`src/rtl/alu_issue_pkg.sv`:
```
// rtl/alu_issue_pkg.sv - shared types, opcode/cond constants and opcode mapping for alu_issue_ctrl
package alu_issue_pkg;

  typedef enum logic [1:0] {
    ST_IDLE = 2'd0,
    ST_EXEC = 2'd1,
    ST_RESP = 2'd2
  } state_t;

  localparam logic [3:0] OP_AND = 4'h0, OP_EOR = 4'h1, OP_SUB = 4'h2, OP_RSB = 4'h3;
  localparam logic [3:0] OP_ADD = 4'h4, OP_ADC = 4'h5, OP_SBC = 4'h6, OP_RSC = 4'h7;
  localparam logic [3:0] OP_TST = 4'h8, OP_TEQ = 4'h9, OP_CMP = 4'hA, OP_CMN = 4'hB;
  localparam logic [3:0] OP_ORR = 4'hC, OP_MOV = 4'hD, OP_BIC = 4'hE, OP_MVN = 4'hF;

  localparam logic [4:0] ALU_AND = 5'b01000, ALU_EOR = 5'b01001, ALU_SUB = 5'b01010;
  localparam logic [4:0] ALU_RSB = 5'b00011, ALU_ADD = 5'b01011, ALU_ADC = 5'b00101;
  localparam logic [4:0] ALU_SBC = 5'b00110, ALU_RSC = 5'b00111, ALU_ORR = 5'b01100;
  localparam logic [4:0] ALU_MOV = 5'b01101, ALU_BIC = 5'b01110;
  localparam logic [4:0] ALU_PC_A = 5'b10000, ALU_PC_A4 = 5'b10001, ALU_PC_AB4 = 5'b10010;
  localparam logic [4:0] ALU_NONE = 5'b00000;

  localparam logic [3:0] COND_EQ = 4'h0, COND_NE = 4'h1, COND_CS = 4'h2, COND_CC = 4'h3;
  localparam logic [3:0] COND_MI = 4'h4, COND_PL = 4'h5, COND_VS = 4'h6, COND_VC = 4'h7;
  localparam logic [3:0] COND_HI = 4'h8, COND_LS = 4'h9, COND_GE = 4'hA, COND_LT = 4'hB;
  localparam logic [3:0] COND_GT = 4'hC, COND_LE = 4'hD, COND_AL = 4'hE;

  function automatic logic [4:0] map_dp_op(input logic [3:0] op);
    case (op)
      OP_AND, OP_TST: return ALU_AND;
      OP_EOR, OP_TEQ: return ALU_EOR;
      OP_SUB, OP_CMP: return ALU_SUB;
      OP_RSB:         return ALU_RSB;
      OP_ADD, OP_CMN: return ALU_ADD;
      OP_ADC:         return ALU_ADC;
      OP_SBC:         return ALU_SBC;
      OP_RSC:         return ALU_RSC;
      OP_ORR:         return ALU_ORR;
      OP_BIC:         return ALU_BIC;
      default:        return ALU_MOV;
    endcase
  endfunction

  function automatic logic [4:0] map_pc_mode(input logic [1:0] mode);
    case (mode)
      2'b00:   return ALU_PC_A;
      2'b01:   return ALU_PC_A4;
      2'b10:   return ALU_PC_AB4;
      default: return ALU_NONE;
    endcase
  endfunction

  // Compare/test ops always set flags and never write back.
  function automatic logic is_test(input logic [3:0] op);
    return op[3:2] == 2'b10;
  endfunction

  function automatic logic is_arith(input logic [3:0] op);
    case (op)
      OP_SUB, OP_RSB, OP_ADD, OP_ADC, OP_SBC, OP_RSC, OP_CMP, OP_CMN: return 1'b1;
      default: return 1'b0;
    endcase
  endfunction

endpackage

```
`src/rtl/alu_issue_ctrl_if.sv`:
```
// rtl/alu_issue_ctrl_if.sv - operand/result bus between the issue controller and the shared ALU
interface alu_issue_ctrl_if #(
  parameter int W   = 32,
  parameter int OPW = 5
);
  logic [W-1:0]   alu_a;
  logic [W-1:0]   alu_b;
  logic [OPW-1:0] alu_op;
  logic           alu_cin;
  logic [W-1:0]   alu_out;
  logic           alu_c;
  logic           alu_z;
  logic           alu_n;
  logic           alu_v;

  modport master (
    output alu_a, alu_b, alu_op, alu_cin,
    input  alu_out, alu_c, alu_z, alu_n, alu_v
  );

  modport slave (
    input  alu_a, alu_b, alu_op, alu_cin,
    output alu_out, alu_c, alu_z, alu_n, alu_v
  );
endinterface

```
`src/rtl/alu_issue_ctrl_cond_check.sv`:
```
// rtl/alu_issue_ctrl_cond_check.sv - ARM condition-field evaluation against {N,Z,C,V}
module cond_check
  import alu_issue_pkg::*;
(
  input  logic [3:0] cond,
  input  logic [3:0] nzcv,
  output logic       pass
);
  logic n, z, c, v;
  assign {n, z, c, v} = nzcv;

  always_comb begin
    pass = 1'b1;
    case (cond)
      COND_EQ: pass = z;
      COND_NE: pass = !z;
      COND_CS: pass = c;
      COND_CC: pass = !c;
      COND_MI: pass = n;
      COND_PL: pass = !n;
      COND_VS: pass = v;
      COND_VC: pass = !v;
      COND_HI: pass = c && !z;
      COND_LS: pass = !c || z;
      COND_GE: pass = (n == v);
      COND_LT: pass = (n != v);
      COND_GT: pass = !z && (n == v);
      COND_LE: pass = z || (n != v);
      default: pass = 1'b1;
    endcase
  end
endmodule

```
`src/rtl/alu_issue_ctrl.sv`:
```
// rtl/alu_issue_ctrl.sv - round-robin DP/PC issue to a shared ALU; COND_EXEC_EN enables the condition-skip path
module alu_issue_ctrl
  import alu_issue_pkg::*;
#(
  parameter int W   = 32,
  parameter int OPW = 5
) (
  input  logic             clk,
  input  logic             reset,
  input  logic             dp_valid,
  output logic             dp_ready,
  input  logic [3:0]       dp_cond,
  input  logic [3:0]       dp_op,
  input  logic             dp_s,
  input  logic [W-1:0]     dp_a,
  input  logic [W-1:0]     dp_b,
  input  logic             pc_valid,
  output logic             pc_ready,
  input  logic [1:0]       pc_mode,
  input  logic [W-1:0]     pc_a,
  input  logic [W-1:0]     pc_b,
  alu_issue_ctrl_if.master alu,
  output logic             rsp_valid,
  input  logic             rsp_ready,
  output logic [W-1:0]     rsp_data,
  output logic             rsp_src,
  output logic             rsp_wb,
  output logic [3:0]       flags
);
  state_t         state, state_nx;
  logic           last_pc;
  logic           grant_dp, grant_pc;
  logic           cond_pass, cond_ok;
  logic [3:0]     lat_op;
  logic           lat_s;
  logic [W-1:0]   a_q, b_q;
  logic [OPW-1:0] op_q;

  cond_check u_cond (.cond(dp_cond), .nzcv(flags), .pass(cond_pass));

`ifdef COND_EXEC_EN
  assign cond_ok = cond_pass;
  logic unused_alu;
  assign unused_alu = ^{alu.alu_z, alu.alu_n};
`else
  assign cond_ok = 1'b1;
  logic unused_alu;
  assign unused_alu = ^{alu.alu_z, alu.alu_n, cond_pass};
`endif

  assign alu.alu_a   = a_q;
  assign alu.alu_b   = b_q;
  assign alu.alu_op  = op_q;
  assign alu.alu_cin = flags[1];
  assign dp_ready    = grant_dp;
  assign pc_ready    = grant_pc;
  assign rsp_valid   = (state == ST_RESP);

  // Tie goes to whichever requester was not granted last.
  always_comb begin
    state_nx = state;
    grant_dp = 1'b0;
    grant_pc = 1'b0;
    case (state)
      ST_IDLE: begin
        if (!reset) begin
          grant_dp = dp_valid && (!pc_valid || last_pc);
          grant_pc = pc_valid && !grant_dp;
        end
        if (grant_dp)      state_nx = cond_ok ? ST_EXEC : ST_RESP;
        else if (grant_pc) state_nx = (pc_mode == 2'b11) ? ST_RESP : ST_EXEC;
      end
      ST_EXEC: state_nx = ST_RESP;
      ST_RESP: if (rsp_ready) state_nx = ST_IDLE;
      default: state_nx = ST_IDLE;
    endcase
  end

  always_ff @(posedge clk) begin
    if (reset) begin
      state    <= ST_IDLE;
      last_pc  <= 1'b1;
      a_q      <= '0;
      b_q      <= '0;
      op_q     <= '0;
      lat_op   <= '0;
      lat_s    <= 1'b0;
      rsp_data <= '0;
      rsp_src  <= 1'b0;
      rsp_wb   <= 1'b0;
      flags    <= '0;
    end else begin
      state <= state_nx;
      // Skipped/reserved requests go straight to RESP with the zeroed result set here.
      if (grant_dp) begin
        last_pc  <= 1'b0;
        rsp_src  <= 1'b0;
        lat_op   <= dp_op;
        lat_s    <= dp_s;
        a_q      <= dp_a;
        b_q      <= (dp_op == OP_MVN) ? ~dp_b : dp_b;
        op_q     <= map_dp_op(dp_op);
        rsp_data <= '0;
        rsp_wb   <= 1'b0;
      end else if (grant_pc) begin
        last_pc  <= 1'b1;
        rsp_src  <= 1'b1;
        lat_s    <= 1'b0;
        a_q      <= pc_a;
        b_q      <= pc_b;
        op_q     <= map_pc_mode(pc_mode);
        rsp_data <= '0;
        rsp_wb   <= 1'b0;
      end
      if (state == ST_EXEC) begin
        rsp_data <= alu.alu_out;
        rsp_wb   <= rsp_src || !is_test(lat_op);
        if (!rsp_src && (lat_s || is_test(lat_op))) begin
          flags <= {alu.alu_out[W-1], alu.alu_out == '0,
                    is_arith(lat_op) ? alu.alu_c : flags[1],
                    is_arith(lat_op) ? alu.alu_v : flags[0]};
        end
      end
    end
  end
endmodule

```
`src/flat_wrapper.sv`:
```
// flat-port wrapper written by rule: the top's interface ports become plain ports
module alu_issue_ctrl_flat import alu_issue_pkg::*;
#(
  parameter int W   = 32,
  parameter int OPW = 5
)
  (clk, reset, dp_valid, dp_ready, dp_cond, dp_op, dp_s, dp_a, dp_b, pc_valid, pc_ready, pc_mode, pc_a, pc_b, rsp_valid, rsp_ready, rsp_data, rsp_src, rsp_wb, flags, alu_alu_a, alu_alu_b, alu_alu_op, alu_alu_cin, alu_alu_out, alu_alu_c, alu_alu_z, alu_alu_n, alu_alu_v);
  alu_issue_ctrl_if #(.W(W), .OPW(OPW)) alu_i ();
  input  logic clk;
  input  logic reset;
  input  logic dp_valid;
  output logic dp_ready;
  input  logic [3:0] dp_cond;
  input  logic [3:0] dp_op;
  input  logic dp_s;
  input  logic [W-1:0] dp_a;
  input  logic [W-1:0] dp_b;
  input  logic pc_valid;
  output logic pc_ready;
  input  logic [1:0] pc_mode;
  input  logic [W-1:0] pc_a;
  input  logic [W-1:0] pc_b;
  output logic rsp_valid;
  input  logic rsp_ready;
  output logic [W-1:0] rsp_data;
  output logic rsp_src;
  output logic rsp_wb;
  output logic [3:0] flags;
  output wire logic [$bits(alu_i.alu_a)-1:0] alu_alu_a;
  output wire logic [$bits(alu_i.alu_b)-1:0] alu_alu_b;
  output wire logic [$bits(alu_i.alu_op)-1:0] alu_alu_op;
  output wire logic [$bits(alu_i.alu_cin)-1:0] alu_alu_cin;
  input wire logic [$bits(alu_i.alu_out)-1:0] alu_alu_out;
  input wire logic [$bits(alu_i.alu_c)-1:0] alu_alu_c;
  input wire logic [$bits(alu_i.alu_z)-1:0] alu_alu_z;
  input wire logic [$bits(alu_i.alu_n)-1:0] alu_alu_n;
  input wire logic [$bits(alu_i.alu_v)-1:0] alu_alu_v;
  assign alu_alu_a = alu_i.alu_a;
  assign alu_alu_b = alu_i.alu_b;
  assign alu_alu_op = alu_i.alu_op;
  assign alu_alu_cin = alu_i.alu_cin;
  assign alu_i.alu_out = alu_alu_out;
  assign alu_i.alu_c = alu_alu_c;
  assign alu_i.alu_z = alu_alu_z;
  assign alu_i.alu_n = alu_alu_n;
  assign alu_i.alu_v = alu_alu_v;
  alu_issue_ctrl #(.W(W), .OPW(OPW)) u_core (.clk(clk), .reset(reset), .dp_valid(dp_valid), .dp_ready(dp_ready), .dp_cond(dp_cond), .dp_op(dp_op), .dp_s(dp_s), .dp_a(dp_a), .dp_b(dp_b), .pc_valid(pc_valid), .pc_ready(pc_ready), .pc_mode(pc_mode), .pc_a(pc_a), .pc_b(pc_b), .alu(alu_i), .rsp_valid(rsp_valid), .rsp_ready(rsp_ready), .rsp_data(rsp_data), .rsp_src(rsp_src), .rsp_wb(rsp_wb), .flags(flags));
endmodule
```
`config.mk`:
```
export PLATFORM = sky130hd
export DESIGN_NAME = alu_issue_ctrl_flat
export DESIGN_NICKNAME = d
export VERILOG_FILES = /design/src/rtl/alu_issue_pkg.sv /design/src/rtl/alu_issue_ctrl_if.sv /design/src/rtl/alu_issue_ctrl_cond_check.sv /design/src/rtl/alu_issue_ctrl.sv /design/src/flat_wrapper.sv
export SDC_FILE = /design/constraint.sdc
export NUM_CORES = 1
export LEC_CHECK = 0
export ABC_AREA = 0
export CAP_MARGIN = 5
export CORE_ASPECT_RATIO = 0.9
export CORE_MARGIN = 10
export CORE_UTILIZATION = 34
export CTS_CLUSTER_DIAMETER = 30
export CTS_CLUSTER_SIZE = 16
export DETAILED_ROUTE_END_ITERATION = 12
export PLACE_DENSITY = 0.73
export SLEW_MARGIN = 25
export SYNTH_ARGS = -nofsm -noshare
export SYNTH_HDL_FRONTEND = slang
export SYNTH_HIERARCHICAL = 1
export SYNTH_SLANG_ARGS = --single-unit
```
`constraint.sdc`:
```
create_clock -name clk -period 1.8 [get_ports clk]
set_input_delay 0.18 -clock clk [delete_from_list [all_inputs] [get_ports clk]]
set_output_delay 0.18 -clock clk [all_outputs]
set_load 0.005 [all_outputs]
```
==> impl_metrics.yaml, run 1 <==
detailed_routing:
  vias_per_cell: 4.89
  wl_per_cell_um: 17.5
  wl_um: 19700
  dr_total_vias: 5504
  drcViolationCount: 0
  drt-pass1-iter-count: 5
  ant_nets: 0
  drt-initial-drc-count: 291
timing:
  finalSetupViolCount: 0
  hold_viol: 0
  fin_tns_setup_ps: 0
  min_period_over_period: 0.944
  max_freq_ghz: 0.588
  tightest_slew_ps: 529
  skew_ps: 11.3
  rsz0062_at_grt: "no"
  slew_viol_final: 0
  min_period_ps: 1700
  max-slew-margin-rel: 0.648
global_route:
  grt-ovfl-total: 0
  grt_start_max_net_pins: 113
  grt_antenna_before_repair: 2
  grt_pass1_vias: 5356
  grt_usage: 0.184
  grt_pass1_wl_um: 29800
cts:
  cts_hold_buffers: 0
  h-tree-depth: 4
  cts_buffers: 17
  cts_sinks: 115
  cts_tree: "built"
  path_clk_slew_ps: 50
  clockRootBuffer: "clkbuf_16"
  clk_latency_ps: 400
  cts_buffer_depth: 2
worst_setup_path:
  criticalPathCategory: "flip-flop to primary output"
  start_kind: "flip-flop"
  critPathArrivalTime_ps: 1520
  critical_path_required_ps: 1620
  crit_path_end_kind: "primary output"
  cp_max_fo: 4
placement:
  io_buffers: 284
  gp_routability_congestion: 0.802
  placedCellCount: 1091
  detailed_place_hpwl_um: 14600
  placed_area_um2: 8260
run_status:
  status: "finished clean"
power:
  power_uw: 8030
  worst_ir_drop_vdd_uv: 800
  leakage_uw: 0.00318
  powerDensity_nw_per_um2: 904
logic_synthesis:
  synth.area.top_cells: "dfxtp_1 45%, nand2_1 7.8%, a311oi_1 5.8%, xnor2_1 5.5%, o32ai_1 5.3%"
  ys_seq_area_frac: 0.449
  synth_cell_types: 41
  synth_top_cell_area_share: 0.449
  synth-edff-count: 0
  synth_ff_type: "dfxtp_1"
  synth.yosys.warnings: 6
  avgSynthCellArea_um2: 8.03
  async_flop_share: 0
  synth_seq_cells: 115
  syn-instance-count: 639
  yosysTopAreaCell: "dfxtp_1"
  synth_fp_nets: 819
  synth_area_um2: 5130
layout:
  fillCellCount: 1305
  multi_input_area_um2: 2440
  layout_commonest_cell: "clkdlybuf4s50_1"
  mostFrequentLayoutCells: "281 x clkdlybuf4s50_1, 114 x dfxtp_1, 106 x nand2_1"
  drive_gt1_frac: 0.0755
  area_growth_pct: 73.1
  design_area_um2: 8880
  fin_cells: 1126
  seqCellArea_um2: 2300
  nets: 1094
floorplan:
  start_util: 0.347
  design.portCount: 291
  rows: 42
  die_w_um: 149
  coreArea_um2: 14800
  die-area_um2: 20400
  die_height_um: 137
job:
  drv_cap: 0
worst_hold_path:
  hold_class: "primary input to flip-flop"
-- kinds of logic after synthesis --
kind of cell,after synthesis,synth area share
AOI/OAI and AO/OA,149,0.202
xor gates and xnor gates,32,0.0546
buffers and inverters,94,0.0771
DFF,115,0.449
muxes,5,0.0102
and+or+nand+nor,244,0.207
-- critical path: stages (launching register included) --
cell             delay (ps)
dfxtp_2                 350
nor3_4                  180
buf_4                   150
nand3_4                  90
inv_2                   110
clkdlybuf4s15_2         230
-- routing by layer --
layer	global-route usage	wire, um
met5	0	20
met4	0.0561	303
met3	0.0918	2070
met2	0.295	9330
met1	0.211	7980
-- synth_stat cells (2+ instances only) --
cell type	number
nand2b_1	4
nand2_1	106
dfxtp_1	115
o32ai_1	31
nand4_1	2
nor3_1	4
mux2i_1	3
inv_2	2
buf_2	19
xnor2_1	32
inv_1	36
nand3b_1	3
nor2_1	69
a22oi_1	2
a311oi_1	34
mux2_2	2
o21ai_0	28
nor4_1	7
o21ai_1	4
nand3_1	39
clkbuf_1	29
buf_1	5
a31oi_1	2
buf_6	2
nor2b_1	5
a21oi_1	39
-- flip-flops by register name (all words and copies together) (netlist names), named ones only --
register           cells
u_core/alu.alu_a      32
u_core/alu.alu_b      32
u_core/rsp_data       32
u_core/alu.alu_op      5
u_core/flags           4
u_core/lat_op          3
u_core/state           2
u_core/last_pc         1
u_core/lat_s           1
u_core/rsp_src         1
u_core/rsp_wb          1
-- layout make-up --
cell class / instances / share of cell area
inverters: 38 / 0.0161
clock buffers: 24 / 0.0531
flip-flops and latches: 115 / 0.260
multi-input cells: 430 / 0.275
clock inverters: 8 / 0.0141
diodes: 1 / 0.000282
well taps: 198 / 0.0279
repair buffers: 312 / 0.354
-- path summary, 6_finish.rpt --
| check | slack (ps) | end | startpoint | depth (start not counted) |
|---|---|---|---|---|
| setup / recovery | 100 | pc_ready | u_core/state[1] | 5 |
| hold / removal | 350 | u_core/flags[0] | alu_alu_v | 3 |
| setup reg to reg | 150 | u_core/alu.alu_a[22] | u_core/state[1] | 7 |
| hold reg to reg | 460 | u_core/alu.alu_op[2] | u_core/alu.alu_op[2] | 2 |
-- report_power, final --
group | total, uW | leakage [uW] | switching, uW | internal (uW)
Clock | 3410 | 0.000289 | 1160 | 2250
Sequential | 2910 | 0.000945 | 127 | 2790
Combinational | 1700 | 0.00195 | 694 | 1010
Total | 8030 | 0.00318 | 1980 | 6050
-- metrics by stage --
stage,setup slack (ps),hold WS [ps],utilization
finish,99.9,354,0.601
global placement,15.1,447,0.559
detailed placement,-7.15,454,0.559
CTS,4.41,330,0.600
global route,10.3,341,0.601
floorplan,341,286,-
-- timing repair --
item | CTS | global route
gates resized for setup | 4 | 2
setup endpoints to repair | 2 | 7
pin swaps | 1 | 1
cloned | 0 | 0
buffers inserted | 1 | 1
No activity file was read; power rests on OpenSTA's default activity.
==> run 2: changes to the inputs <==
PLACE_DENSITY = 0.81   (was 0.73)
==> run 2 against run 1 <==
Net effect:
- worst hold slack worse by 58 ps
- setup slack worse by 1.3 ps
- sequential share of layout area fell by 0.16 points
- core utilization increased by 0.37 points
- final cell count hardly changed
- clock-buffer cell count decreased by 1
- critical path type unchanged
- critical endpoint is now dp_ready
- largest power group unchanged
==> impl_metrics.yaml, run 2 (same netlist as run 1, synthesis figures left out) <==
floorplan:
  start_util: 0.347
  design.portCount: 291
  die_w_um: 149
  die-area_um2: 20400
  coreArea_um2: 14800
  rows: 42
  die_height_um: 137
layout:
  nets: 1096
  area_growth_pct: 74.1
  seqCellArea_um2: 2300
  diodes: 0
  drive_gt1_frac: 0.0797
  fillCellCount: 1282
  layout_commonest_cell: "clkdlybuf4s50_1"
  mostFrequentLayoutCells: "281 x clkdlybuf4s50_1, 114 x dfxtp_1, 106 x nand2_1"
  multi_input_area_um2: 2450
power:
  powerDensity_nw_per_um2: 905
  leakage_uw: 0.00321
  worst_ir_drop_vdd_uv: 739
cts:
  cts_sinks: 115
  cts_hold_buffers: 0
  cts_buffers: 17
  h-tree-depth: 4
  cts_tree: "built"
  cts_buffer_depth: 2
  clk_latency_ps: 410
  path_clk_slew_ps: 50
  clockRootBuffer: "clkbuf_16"
detailed_routing:
  drcViolationCount: 0
  ant_nets: 0
  vias_per_cell: 5.03
  wl_um: 19900
  drt-pass1-iter-count: 4
  drt-initial-drc-count: 263
  wl_per_cell_um: 17.6
  dr_total_vias: 5665
job:
  drv_cap: 0
timing:
  tightest_slew_ps: 648
  fin_tns_setup_ps: 0
  setup_slack_ps: 98.7
  min_period_over_period: 0.945
  slew_viol_final: 0
  max-slew-margin-rel: 0.568
  min_period_ps: 1700
  skew_ps: 8.05
  max_freq_ghz: 0.588
  finalSetupViolCount: 0
  hold_viol: 0
global_route:
  grt-ovfl-total: 0
  grt_pass1_wl_um: 29400
  grt_antenna_before_repair: 0
  grt_usage: 0.182
  grt_start_max_net_pins: 113
  grt_pass1_vias: 5413
worst_setup_path:
  cp_max_fo: 4
  criticalPathCategory: "flip-flop to primary output"
  start_kind: "flip-flop"
  crit_path_end_kind: "primary output"
  critical_path_required_ps: 1620
  critPathArrivalTime_ps: 1520
placement:
  detailed_place_hpwl_um: 14600
  dp_slack_ps: 17.6
  io_buffers: 284
  gp_routability_congestion: 0.807
worst_hold_path:
  hold_class: "primary input to flip-flop"
run_status:
  status: "finished clean"
## run 2: final timing paths
check | start | end | slack, ps | cells past startpoint
hold reg to reg | u_core/flags[0] | u_core/flags[0] | 460 | 2
hold / removal | reset | u_core/alu.alu_a[28] | 300 | 6
setup reg to reg | u_core/state[1] | u_core/alu.alu_b[11] | 110 | 7
setup / recovery | u_core/state[1] | dp_ready | 100 | 4
## run 2: worst max-delay path, stage by stage, from the launching register on
cell and delay [ps]:
dfxtp_2 340, nor3_4 300, nand3_4 140, inv_2 80, dlygate4sd2_1 250
## run 2: through the flow
step / util / power, uW / instance area, um2 / instances / hold slack (ps)
2_1_floorplan: - / 3580 / 5130 / 639 / 286
6_report: 0.605 / 8080 / 8930 / 1127 / 296
5_1_grt: 0.605 / 8470 / 8930 / 1127 / 316
4_1_cts: 0.603 / 8170 / 8910 / 1126 / 266
3_3_place_gp: 0.561 / 4660 / 8290 / 1092 / 441
3_5_place_dp: 0.561 / 4690 / 8290 / 1092 / 444
## run 2: cell type report
type | instances | share of cell area
sequential | 115 | 0.258
clock buffer | 23 | 0.0535
tap | 198 | 0.0277
inverter | 38 | 0.0163
multi-input combinational | 430 | 0.274
timing repair buffer | 314 | 0.356
clock inverter | 9 | 0.0141
## run 2: what timing repair did
| item | CTS | global route |
|---|---|---|
| hold endpoints to repair | 0 | 0 |
| setup buffers | 2 | 1 |
| resized for setup | 4 | 4 |
| pin swaps | 3 | 2 |
| setup endpoints to repair | 3 | 12 |
## run 2: routing by layer
metal,vias to the layer above,share of wire,GRT usage
met1,2637,0.41,0.210
met5,-,0,0
li1,2773,-,-
met2,229,0.46,0.290
met4,0,0.019,0.0588
met3,26,0.11,0.0898
## run 2: where the power goes
| part | leakage (uW) | switching, uW | internal (uW) |
|---|---|---|---|
| clock network | 0.000297 | 1160 | 2280 |
| registers | 0.000945 | 125 | 2790 |
| logic | 0.00196 | 709 | 1020 |
==> run 3: changes to the inputs <==
CAP_MARGIN = 20   (was 5)
CORE_MARGIN = 5   (was 10)
==> run 3 against run 2 <==
Net effect:
- wire length decreased by 6.3%
- worst hold slack about the same
- sequential cell count unchanged
- global-route usage increased by 2.3 points
- first-iteration DRC count increased by 15%
==> impl_metrics.yaml, run 3 (same netlist as run 1, synthesis figures left out) <==
detailed_routing:
  drt-initial-drc-count: 303
  drt-pass1-iter-count: 4
  drcViolationCount: 0
  vias_per_cell: 4.99
  ant_nets: 0
  wl_um: 18600
  wl_per_cell_um: 16.5
  dr_total_vias: 5620
power:
  leakage_uw: 0.00318
  p_seq_frac: 0.365
  switchingPower_uw: 2030
  power_frac_clock: 0.421
  comb_power_share: 0.213
  worst_ir_drop_vdd_uv: 624
  intPower_uw: 5940
  swShare: 0.255
  power_uw: 7970
  powerDensity_nw_per_um2: 898
timing:
  skew_ps: 3.94
  finalSetupViolCount: 0
  whs_ps: 296
  slew_viol_final: 0
  rsz0062_at_grt: "no"
  max_freq_ghz: 0.591
  max-slew-margin-rel: 0.694
  setup_slack_ps: 108
  min_period_ps: 1690
  hold_viol: 0
  tightest_slew_ps: 455
  min_period_over_period: 0.940
  fin_tns_setup_ps: 0
worst_setup_path:
  reg2reg_from: "u_core/state[1]"
  critPathArrivalTime_ps: 1510
  criticalPathCategory: "flip-flop to primary output"
  start_kind: "flip-flop"
  rr_worst_depth: 8
  startpoint: "u_core/state[1]"
  cp_max_fo: 4
  critical_path_required_ps: 1620
  crit_path_end_kind: "primary output"
cts:
  cts_sinks: 115
  path_clk_slew_ps: 60
  clk_latency_ps: 410
  cts_buffer_depth: 2
  clockRootBuffer: "clkbuf_16"
  h-tree-depth: 4
  cts_buffers: 17
  cts_tree: "built"
layout:
  nets: 1094
  mostFrequentLayoutCells: "281 x clkdlybuf4s50_1, 114 x dfxtp_1, 106 x nand2_1"
  layout_commonest_cell: "clkdlybuf4s50_1"
  drive_gt1_frac: 0.0787
  area_growth_pct: 73.0
  fillCellCount: 1277
floorplan:
  die_w_um: 139
  rows: 42
  die-area_um2: 17600
  die_height_um: 127
  coreArea_um2: 14800
  design.portCount: 291
  start_util: 0.347
global_route:
  grt_pass1_vias: 5454
  grt_antenna_before_repair: 1
  grt_usage: 0.206
  grt-ovfl-total: 0
  grt_pass1_wl_um: 29100
  grt_start_max_net_pins: 83
placement:
  dp_slack_ps: -14.6
  io_buffers: 284
  detailed_place_hpwl_um: 13300
  gp_routability_congestion: 0.820
worst_hold_path:
  worstHoldStart: "reset"
  min_path_cells: 3
  hold_class: "primary input to flip-flop"
run_status:
  status: "finished clean"
job:
  drv_cap: 0
[run 3: critical path, cell delays in order, from the launching register on]
cell and delay, ps:
dfxtp_2 360, nor2b_1 180, clkdlybuf4s50_1 560
[run 3: metrics by stage]
stage	utilization	area (um2)	instances
6_report	0.601	8870	1126
2_1_floorplan	-	5130	639
4_1_cts	0.600	8860	1124
3_5_place_dp	0.558	8240	1089
3_3_place_gp	0.558	8240	1089
5_1_grt	0.601	8870	1126
[run 3: metal layers]
metal  part of all wire  GRT usage
met4              0.027     0.0794
met2               0.47      0.335
met3               0.10     0.0869
met1               0.40      0.241
met5                  0          0
[run 3: repair_timing]
| item | 4_1_cts | 5_1_grt |
|---|---|---|
| gates resized for setup | 4 | 0 |
| pin swaps | 2 | 1 |
| endpoints found under the setup margin | 2 | 2 |
| hold buffers | 0 | 0 |
| buffers inserted | 3 | 1 |
| endpoints found under the hold margin | 0 | 0 |
[run 3: final timing paths]
check / end / slack, ps
min: u_core/alu.alu_op[3] / 300
max reg2reg: u_core/alu.alu_b[10] / 150
min reg2reg: u_core/alu.alu_op[2] / 450
max: rsp_valid / 110
[run 3: power by group through the flow]
stage	clock network (uW)	logic, uW	registers, uW
3_5_place_dp	0	1690	2970
3_3_place_gp	0	1670	2950
2_1_floorplan	0	606	2970
5_1_grt	3570	1840	2940
4_1_cts	3420	1710	2910
6_report	3360	1700	2910
[run 3: final cells by class]
cell class / count / area (um2) / share of cell area
sequential: 115 / 2300 / 0.260
clock inverter: 12 / 130 / 0.0147
inverter: 38 / 145 / 0.0164
timing repair buffer: 312 / 3140 / 0.353
antenna: 1 / 2.50 / 0.000282
tap: 198 / 248 / 0.0279
clock buffer: 20 / 467 / 0.0526
multi-input combinational: 430 / 2440 / 0.275
==> RTL edit (settings of run 3) <==
`W` is set to 32 in 3 places; all go to 64.
--- a/src/rtl/alu_issue_ctrl_if.sv
+++ b/src/rtl/alu_issue_ctrl_if.sv
@@ -1,6 +1,6 @@
 // rtl/alu_issue_ctrl_if.sv - operand/result bus between the issue controller and the shared ALU
 interface alu_issue_ctrl_if #(
-  parameter int W   = 32,
+  parameter int W   = 64,
   parameter int OPW = 5
 );
   logic [W-1:0]   alu_a;
--- a/src/rtl/alu_issue_ctrl.sv
+++ b/src/rtl/alu_issue_ctrl.sv
@@ -2,7 +2,7 @@
 module alu_issue_ctrl
   import alu_issue_pkg::*;
 #(
-  parameter int W   = 32,
+  parameter int W   = 64,
   parameter int OPW = 5
 ) (
   input  logic             clk,
--- a/src/flat_wrapper.sv
+++ b/src/flat_wrapper.sv
@@ -1,7 +1,7 @@
 // flat-port wrapper written by rule: the top's interface ports become plain ports
 module alu_issue_ctrl_flat import alu_issue_pkg::*;
 #(
-  parameter int W   = 32,
+  parameter int W   = 64,
   parameter int OPW = 5
 )
   (clk, reset, dp_valid, dp_ready, dp_cond, dp_op, dp_s, dp_a, dp_b, pc_valid, pc_ready, pc_mode, pc_a, pc_b, rsp_valid, rsp_ready, rsp_data, rsp_src, rsp_wb, flags, alu_alu_a, alu_alu_b, alu_alu_op, alu_alu_cin, alu_alu_out, alu_alu_c, alu_alu_z, alu_alu_n, alu_alu_v);
Interface: changed (8 resized); port bits go from 291 to 547. No check against the original RTL was run, so the function may have changed too.
==> RTL edit against run 3 <==
- non-clock buffer count rose by 295
- area after synthesis rose by 78%
- setup slack got worse by 71 ps
- sequential cell count increased by 96
- utilization rose by 3.1 points
- power is 110% higher
- wire length up 120%
- final area grew 90%
- critical path type unchanged
- critical endpoint is now rsp_src
- largest power group unchanged
- highest routed layer unchanged
==> RTL edit: results (changes against run 3) <==
run_status:
  status: "completed"
global_route:
  grt_pass1_vias: 10720  # +97%
  gr-usage-all-layers_pct: 24.60  # +4.0 points
  grt_pass1_wl_um: 60340  # +110%
  antenna_found_initial: 2  # +1
  use_met3_pct: 7.610  # -1.1 points
  grt_max_degree: 89  # +7.2%
  grt_use_met2_pct: 42.00  # +8.5 points
  grt_util_met1_pct: 28.42  # +4.4 points
pwr:
  p_leak_uw: 0.006010  # +89%
  ir_worst_vdd_mv: 0.9558  # +53%
  intPower_uw: 12550  # +110%
  seq_power_share_pct: 31.2  # -5.3 points
  p_sw_uw: 4284  # +110%
  clk-power_uw: 8530  # +150%
synth:
  synthCells: 1114  # +74%
  synthTopCellsByArea: "dfxtp_1 46%, nand2_1 11%, a21oi_1 7.3%"
  synthTopCellsByCount: "267 x nand2_1, 211 x dfxtp_1, 133 x a21oi_1"
  ys_seq_area_share_pct: 46.15  # +1.3 points
detailed_routing:
  drt_iter0_markers: 697  # +130%
  dr.pass1.iters: 5  # +1
  met2_wirelength_um: 20020  # +130%
  avgViaCountPerCell: 5.181  # +3.8%
  dr_wl_met3_um: 3824  # +99%
  wl_met1_um: 15290  # +100%
  routedWlPerCell_um: 19.80  # +20%
die:
  die-width_um: 183.0  # +31%
clocking:
  clockBufferDepth: 3  # +1
  cts_buffers: 46  # +29
  htreeDepth: 2  # -2
  clock_latency_ps: 520  # +110 ps
sta:
  tightest_slew_ps: 1031  # +576.7 ps
  whs_ps: 234.8  # -61.41 ps
  finClkSkew_ps: 20.46  # +16.52 ps
place:
  routabilityCongestion: 0.9667  # +18%
  placed_cells: 1965  # +80%
  port-buffer-count: 540  # +90%
  placed_cell_area_mm2: 0.01514  # +84%
  dp_hpwl_um: 29660  # +120%
worst_hold_path:
  hp-class: "input pin to register"
cells_and_area:
  final_cells: 2061  # +83%
  drive_gt1_share_pct: 10.56  # +2.7 points
worst_setup_path:
  crit_arrival_ps: 1580  # +70 ps
  cpPeakStageDelay_ps: 620  # +60 ps
  cp_slowest_cell: "clkdlybuf4s50_1"
  worstPathMaxFanout: 5  # +1
  rrSetupSlack_ps: 100  # -50 ps
-- RTL edit: cell types whose count changed after synthesis, sizes merged, moves of 32 or more --
cell and delta:
a21oi +94, nand2 +161, dfxtp +96, buf +39, xnor2 +32, a22oi +63
-- RTL edit: what timing repair did --
| action | CTS | global route |
|---|---|---|
| pin swaps | 2 | 1 |
| setup buffers | 5 | 0 |
| gates resized for setup | 11 | 10 |
| gates cloned | 0 | 2 |
| hold endpoints to repair | 2 | 0 |
| setup endpoints to repair | 3 | 33 |
| hold buffers | 1 | 0 |
-- RTL edit: stage by stage --
stage / worst slack, ps / setup TNS [ps]
after floorplan: 436.4 / 0
after global placement: -86.64 / -2704
after detailed placement: -162.7 / -4922
after CTS: 1.388 / 0
after global routing: 1.149 / 0
final: 37.26 / 0
-- RTL edit: cell families (layout without fill, tap and decap cells) --
family                 after synthesis  count (layout)  share of synthesized area (%)
other                                0               2                              0
flip-flops                         211             211                          46.15
buffers and inverters              112             703                          6.028
AO/OA/AOI/OAI                      277             277                          20.69
XOR/XNOR                            64              64                          6.124
multiplexers                         5               5                         0.5877
AND/OR/NAND/NOR                    445             445                          20.42
-- RTL edit: path summary, 6_finish.rpt --
path | start | endpoint | cells after the start
setup / recovery | u_core/rsp_src | rsp_src | 1
hold / removal | alu_alu_out[28] | u_core/rsp_data[28] | 3
setup reg to reg | u_core/state[1] | u_core/alu.alu_b[40] | 8
hold reg to reg | u_core/alu.alu_a[51] | u_core/alu.alu_a[51] | 2
-- RTL edit: final cells by class --
class | count | area (um2)
antenna | 2 | 5.005
clock buffer | 56 | 1259
clock inverter | 30 | 342.8
fill | 2178 | 9842
inverter | 10 | 42.54
multi-input combinational | 791 | 4452
sequential | 211 | 4229
tap | 354 | 442.9
timing repair buffer | 607 | 6130
